===== config.mk =====
export PLATFORM = sky130hd
export DESIGN_NAME = muldiv_unit_flat
export DESIGN_NICKNAME = d
export VERILOG_FILES = /design/src/rtl/muldiv_pkg.sv /design/src/rtl/muldiv_if.sv /design/src/rtl/muldiv_negate.sv /design/src/rtl/muldiv_unit.sv /design/src/flat_wrapper.sv
export SDC_FILE = /design/constraint.sdc
export NUM_CORES = 1
export LEC_CHECK = 0
export ABC_CLOCK_PERIOD_IN_PS = 6500
export BUFFER_PORTS_ARGS = -buffer_cell sky130_fd_sc_hd__buf_2
export CAP_MARGIN = 20
export CORE_UTILIZATION = 54
export CTS_BUF_LIST = sky130_fd_sc_hd__clkbuf_2
export DETAILED_ROUTE_END_ITERATION = 10
export PLACE_DENSITY = 0.75
export SETUP_SLACK_MARGIN = 0.2
export SLEW_MARGIN = 20
export SYNTH_ARGS = -nofsm -noshare
export SYNTH_HDL_FRONTEND = slang
export SYNTH_SLANG_ARGS = --single-unit
export TNS_END_PERCENT = 1

===== constraint.sdc =====
create_clock -name clk -period 6.5 [get_ports clk]
set_input_delay 0.325 -clock clk [delete_from_list [all_inputs] [get_ports clk]]
set_output_delay 0.325 -clock clk [all_outputs]
set_load 0.1 [all_outputs]

===== src/rtl/muldiv_pkg.sv =====
// muldiv_pkg: shared op encodings, FSM states and width for the MIPS multiply/divide unit
package muldiv_pkg;
    localparam int WIDTH = 32;
    typedef enum logic [1:0] {
        OP_MULT  = 2'b00,
        OP_MULTU = 2'b01,
        OP_DIV   = 2'b10,
        OP_DIVU  = 2'b11
    } op_e;
    typedef enum logic [1:0] {
        IDLE = 2'b00,
        CALC = 2'b01,
        FIX  = 2'b10
    } state_e;
    function automatic logic sgn_op(op_e o);
        return o == OP_MULT || o == OP_DIV;
    endfunction
    function automatic logic div_op(op_e o);
        return o == OP_DIV || o == OP_DIVU;
    endfunction
endpackage


===== src/rtl/muldiv_if.sv =====
// muldiv_if: issue, HI/LO move and status signals between control unit and multiply/divide unit
interface muldiv_if #(parameter int WIDTH = muldiv_pkg::WIDTH);
    import muldiv_pkg::*;
    logic             start;
    op_e              op;
    logic [WIDTH-1:0] rs_data;
    logic [WIDTH-1:0] rt_data;
    logic             hi_we;
    logic             lo_we;
    logic [WIDTH-1:0] wdata;
    logic [WIDTH-1:0] hi;
    logic [WIDTH-1:0] lo;
    logic             busy;
    logic             done;
    logic             div_zero;
    modport master (
        output start, op, rs_data, rt_data, hi_we, lo_we, wdata,
        input  hi, lo, busy, done, div_zero
    );
    modport slave (
        input  start, op, rs_data, rt_data, hi_we, lo_we, wdata,
        output hi, lo, busy, done, div_zero
    );
endinterface


===== src/rtl/muldiv_negate.sv =====
// muldiv_negate: conditional two's complement used for operand magnitude and result sign fix
module muldiv_negate #(parameter int W = 32) (
    input  logic [W-1:0] a,
    input  logic         neg,
    output logic [W-1:0] y
);
    assign y = neg ? -a : a;
endmodule


===== src/rtl/muldiv_unit.sv =====
// muldiv_unit: iterative MULT/MULTU/DIV/DIVU with private HI/LO, shift-add multiply and restoring divide
module muldiv_unit #(parameter int WIDTH = muldiv_pkg::WIDTH) (
    input logic      clk,
    input logic      rst,
    muldiv_if.slave  bus
);
    import muldiv_pkg::*;
    state_e             state, nxt;
    op_e                op_q;
    logic [5:0]         cnt;
    logic [2*WIDTH-1:0] acc, acc_step;
    logic [WIDTH-1:0]   opb;
    logic               res_neg, rem_neg, dz;
    logic [WIDTH-1:0]   hi_q, lo_q;
    logic               done_q;
    logic               load, step, fin, idle, sgn;
    logic [WIDTH-1:0]   rs_abs, rt_abs, quo, rem;
    logic [2*WIDTH-1:0] prod;
    logic [WIDTH:0]     madd, dsh;
    logic [WIDTH-1:0]   rnew;
    logic               ge;
    assign sgn = sgn_op(bus.op);
    muldiv_negate #(.W(WIDTH)) u_rs_abs (.a(bus.rs_data), .neg(sgn & bus.rs_data[WIDTH-1]), .y(rs_abs));
    muldiv_negate #(.W(WIDTH)) u_rt_abs (.a(bus.rt_data), .neg(sgn & bus.rt_data[WIDTH-1]), .y(rt_abs));
    muldiv_negate #(.W(2*WIDTH)) u_prod (.a(acc), .neg(res_neg), .y(prod));
    muldiv_negate #(.W(WIDTH)) u_quo (.a(acc[WIDTH-1:0]), .neg(res_neg), .y(quo));
    muldiv_negate #(.W(WIDTH)) u_rem (.a(acc[2*WIDTH-1:WIDTH]), .neg(rem_neg), .y(rem));
    always_ff @(posedge clk or posedge rst) begin
        if (rst) state <= IDLE;
        else     state <= nxt;
    end
    always_comb begin
        nxt = (state == IDLE) ? (bus.start ? CALC : IDLE) :
              (state == CALC) ? ((cnt == 6'(WIDTH-1)) ? FIX : CALC) : IDLE;
    end
    always_comb begin
        idle     = state == IDLE;
        load     = idle && bus.start;
        step     = state == CALC;
        fin      = state == FIX;
        bus.busy = !idle;
    end
    // Multiply keeps the multiplier in acc's low half; divide keeps the dividend there and the remainder above it.
    always_comb begin
        madd     = {1'b0, acc[2*WIDTH-1:WIDTH]} + (acc[0] ? {1'b0, opb} : '0);
        dsh      = {acc[2*WIDTH-1:WIDTH], acc[WIDTH-1]};
        ge       = dsh >= {1'b0, opb};
        rnew     = ge ? dsh[WIDTH-1:0] - opb : dsh[WIDTH-1:0];
        acc_step = div_op(op_q) ? {rnew, acc[WIDTH-2:0], ge} : {madd, acc[WIDTH-1:1]};
    end
    always_ff @(posedge clk or posedge rst) begin
        if (rst) begin
            op_q    <= OP_MULT;
            cnt     <= '0;
            acc     <= '0;
            opb     <= '0;
            res_neg <= 1'b0;
            rem_neg <= 1'b0;
            dz      <= 1'b0;
            hi_q    <= '0;
            lo_q    <= '0;
            done_q  <= 1'b0;
        end else begin
            done_q <= fin;
            if (load) begin
                op_q    <= bus.op;
                cnt     <= '0;
                opb     <= div_op(bus.op) ? rt_abs : rs_abs;
                acc     <= {{WIDTH{1'b0}}, div_op(bus.op) ? rs_abs : rt_abs};
                res_neg <= sgn & (bus.rs_data[WIDTH-1] ^ bus.rt_data[WIDTH-1]);
                rem_neg <= sgn & bus.rs_data[WIDTH-1];
                dz      <= div_op(bus.op) && bus.rt_data == '0;
            end
            if (step) begin
                acc <= acc_step;
                cnt <= cnt + 6'd1;
            end
            if (idle && bus.hi_we) hi_q <= bus.wdata;
            if (idle && bus.lo_we) lo_q <= bus.wdata;
            // A zero divisor leaves the dividend magnitude as remainder, so the sign fix restores raw rs in HI.
            if (fin) begin
                hi_q <= div_op(op_q) ? rem : prod[2*WIDTH-1:WIDTH];
                lo_q <= div_op(op_q) ? (dz ? '1 : quo) : prod[WIDTH-1:0];
            end
        end
    end
    assign bus.hi       = hi_q;
    assign bus.lo       = lo_q;
    assign bus.done     = done_q;
    assign bus.div_zero = dz;
endmodule


===== src/flat_wrapper.sv =====
// flat-port wrapper written by rule: the top's interface ports become plain ports
module muldiv_unit_flat import muldiv_pkg::*;
#(parameter int WIDTH = muldiv_pkg::WIDTH)
  (clk, rst, bus_start, bus_op, bus_rs_data, bus_rt_data, bus_hi_we, bus_lo_we, bus_wdata, bus_hi, bus_lo, bus_busy, bus_done, bus_div_zero);
  muldiv_if #(.WIDTH(WIDTH)) bus_i ();
  input logic clk;
  input logic rst;
  input wire logic [$bits(bus_i.start)-1:0] bus_start;
  input wire logic [$bits(bus_i.op)-1:0] bus_op;
  input wire logic [$bits(bus_i.rs_data)-1:0] bus_rs_data;
  input wire logic [$bits(bus_i.rt_data)-1:0] bus_rt_data;
  input wire logic [$bits(bus_i.hi_we)-1:0] bus_hi_we;
  input wire logic [$bits(bus_i.lo_we)-1:0] bus_lo_we;
  input wire logic [$bits(bus_i.wdata)-1:0] bus_wdata;
  output wire logic [$bits(bus_i.hi)-1:0] bus_hi;
  output wire logic [$bits(bus_i.lo)-1:0] bus_lo;
  output wire logic [$bits(bus_i.busy)-1:0] bus_busy;
  output wire logic [$bits(bus_i.done)-1:0] bus_done;
  output wire logic [$bits(bus_i.div_zero)-1:0] bus_div_zero;
  assign bus_i.start = bus_start;
  assign bus_i.op = bus_op;
  assign bus_i.rs_data = bus_rs_data;
  assign bus_i.rt_data = bus_rt_data;
  assign bus_i.hi_we = bus_hi_we;
  assign bus_i.lo_we = bus_lo_we;
  assign bus_i.wdata = bus_wdata;
  assign bus_hi = bus_i.hi;
  assign bus_lo = bus_i.lo;
  assign bus_busy = bus_i.busy;
  assign bus_done = bus_i.done;
  assign bus_div_zero = bus_i.div_zero;
  muldiv_unit #(.WIDTH(WIDTH)) u_core (.clk(clk), .rst(rst), .bus(bus_i));
endmodule

==> metrics.md <==
| Metric | Value |
|---|---|
| Area growth from synthesis to final layout | `14.0%` |
| CP most frequent cell | `o21ai_0` |
| R2r endpoint | `u_core.acc[57]` |
| RePlAce Congestion | `1.03` |
| Post-synth cell types | `82` |
| First-pass DRT Iterations | `6` |
| GRT Overall Usage | `35.1%` |
| CTS buffer count | `17` |
| 1st-iter DRT viols | `1,600` |
| Total wire length | `49,400 µm` |
| Area share of the largest cell type after synthesis | `29.3%` |
| Cells along the critical path | `and2_1 > ha_1 > inv_1 > fa_1 > nor2b_1 > o21ai_0 > a21o_1 > a21oi_1 > o21ai_0 > a211oi_1 > nand3_1 > o21ai_0 > xnor2_1 > a221o_1` |
| Max Buffers Root-to-Sink | `2` |
| PortBufs | `169` |
| Post-DP Area | `15,700 µm²` |
| Final ANT Viol Nets | `0` |
| RSZ-0062 raised after global routing | `false` |
| Nets | `2,251` |
| Crit-path slowest cell | `a211oi_1` |
| Setup TNS | `0 ps` |
| Largest family of logic cells by synthesized area | `compound AO/OA/AOI/OAI gates` |
| Crit path capture type | `flip-flop` |
| Synth Area in Adders | `6.12%` |
| Startpoint types | `flip-flop` |
| Register area share after synthesis | `29.3%` |
| Max-cap violation count | `0` |
| Synth area leaders | `dfrtp_1 29%, o21ai_0 6.7%, xnor2_1 6.5%, a21oi_1 5.9%, ha_1 5.9%` |
| Core Area | `26,900 µm²` |
| Final Skew | `68.1 ps` |
| Vias in the first global route | `14.0k` |
| Post-synthesis mux area share | `3.37%` |
| Worst vdd ir | `0.000202 V` |
| Met1 usage | `48.2%` |
| First-pass GRT wire length | `76,900 µm` |
| Xor/xnor share of the synthesized area | `10.3%` |
| Routed vias | `15.2k` |
| PostCTS Resize Cnt | `0` |
| CP top delay family | `compound AO/OA/AOI/OAI gates` |
| Yosys top cell by area | `dfrtp_1` |
| Reg-to-Reg Start | `u_core.acc[0]` |
| Synth Instances | `1,910` |
| CTS tree | `done` |
| Finished Core Util | `62.6%` |
| Data arrival, critical path | `5010 ps` |
| Clk sink count | `173` |
| Die width | `167 µm` |
| Buffers and inverters on the worst path | `1` |
| Rows | `60` |
| Post-route cell area | `16,800 µm²` |
| GR met2 Demand/Resource | `54.9%` |
| Fillers | `2,425` |
| Final slew viol count | `0` |
| Initial Utilization | `54.9%` |
| Avg WL per Cell | `20.3 µm` |
| Fmax | `233 MHz` |
| Reg2Reg Depth | `14` |
| H-tree Lvls | `4` |
| WP data required | `7220 ps` |
| Prevailing post-synth register cell | `dfrtp_1` |
| Synthesized net count | `2,084` |
| Layout cells sized above 1 | `12.3%` |
| Worst Max-Slew Pin Slew | `933 ps` |
| GR peak layer | `met2` |
| Reg clk slew, reported paths | `350 ps` |
| Status | `complete, no violations` |
| HPWL Detailed | `36,900 µm` |
| Total power | `8.70 mW` |
| Most common cell in the netlist | `nand2_1` |
| Clk_lat worst skew | `830 ps` |
| Max stage delay on crit path | `690 ps` |
| Pwr dens | `517 nW/µm²` |
| Flops & latches, synth | `173` |
| Die Y | `167 µm` |
| Post-synthesis compound-gate area fraction | `27.0%` |
| Hold Fails Final Rpt | `0` |
| YS warnings | `0` |
| Slew headroom | `37.7%` |
| Hold Path Class | `in -> async` |
| Number of flops mapped to enable cells by yosys | `0` |
| Avg Synthesized Cell Area | `7.73 µm²` |
| Post-synth top cells | `228 x nand2_1, 199 x o21ai_0, 186 x nor2_1` |
| Initial antenna violation count | `1` |
| Cell area after synthesis | `14,800 µm²` |
| Met3 Usage GRT | `4.44%` |
| Final worst path period share | `66.1%` |
| Endpoints failing setup | `0` |
| FF-to-FF setup slack | `2210 ps` |
| Clock root buffer | `clkbuf_2` |
| Post-route DRC | `0` |
| Post-synth ARST share | `100%` |
| Crit Path Category | `reg -> reg` |
| DR vias/cell | `6.26` |
| Post-synthesis simple-gate area fraction | `18.9%` |
| # IOs | `170` |
| Global route overflow | `0` |
| Die area | `28,000 µm²` |
| Min Tclk post-route | `4290 ps` |
| Largest net degree at the start of global routing | `108` |
| Critical path fanouts, max | `8` |
| P_leak | `7.30 nW` |
per-stage QoR:
step	std cells	worst slack [ps]	hold slack (ps)
floorplan	1910	1490	421
global placement	2317	2220	455
detailed placement	2317	2010	462
CTS	2428	2020	4.35
global route	2432	1930	0.320
finish	2432	2210	29.5
placed cells by master (no fill, tap or decap), types with 55 or more instances in the layout:
| master | n |
|---|---|
| inv_1 | 64 |
| buf_2 | 169 |
| a211oi_1 | 55 |
| a21oi_1 | 175 |
| xor2_1 | 63 |
| dfrtp_1 | 172 |
| nor2_1 | 185 |
| ha_1 | 69 |
| dlygate4sd3_1 | 80 |
| o21ai_0 | 199 |
| nand2_1 | 227 |
| xnor2_1 | 110 |
worst min-delay path, stage by stage:
cell	delay, ps
dlygate4sd3_1	530
buf_2	140
inv_6	430
final cells by class:
| cell class | instances | area (µm²) | area share (%) |
|---|---|---|---|
| diodes | 1 | 2.50 | 0.0149 |
| clock buffers | 17 | 85.1 | 0.506 |
| clock inverters | 15 | 210 | 1.25 |
| inverters | 66 | 253 | 1.50 |
| multi-input cells | 1552 | 9720 | 57.8 |
| flip-flops and latches | 173 | 4330 | 25.7 |
| well taps | 341 | 427 | 2.54 |
| repair buffers | 267 | 1800 | 10.7 |
timing repair:
item                                   CTS  global route
hold buffers                            79             1
endpoints found under the hold margin  150             9
setup buffers                            0             0
how the worst max path moves through the flow:
stage	start	to	cells past startpoint	slack, ps
3_3_place_gp	u_core.acc[32]	u_core.acc[62]	11	2220
5_1_grt	u_core.acc[0]	u_core.acc[57]	14	1930
2_1_floorplan	rst	u_core.acc[0]	1	1490
4_1_cts	u_core.acc[32]	u_core.acc[62]	11	2020
3_5_place_dp	u_core.acc[32]	u_core.acc[62]	11	2010
6_report	u_core.acc[0]	u_core.acc[57]	14	2210
state kept, by name, summed over array words and instances, names as in the netlist:
name and cells:
u_core.bus.div_zero 1, u_core.bus.hi 32, u_core.opb 32, u_core.op_q 1, u_core.res_neg 1, u_core.bus.done 1
u_core.acc 64, u_core.bus.lo 32, u_core.state 2, u_core.rem_neg 1, u_core.cnt 6
report_power, final:
part	internal, mW	switching, mW	total, mW
logic	2.11	3.77	5.88
clock network	0.179	0.484	0.663
registers	1.48	0.680	2.16
total	3.77	4.93	8.70
kinds of logic after synthesis:
family,after synthesis
AO/OA/AOI/OAI,654
adder cells (fa/ha/maj),71
multiplexers,49
flip-flops,173
AND/OR/NAND/NOR,605
XOR/XNOR,173
buffers and inverters,185
metal layers:
metal	share of wire, %	up-vias
met2	44	725
met3	7.5	115
met1	43	7187
met5	0	-
li1	-	7206
met4	4.8	0
Power figures use the tool's default switching activity.
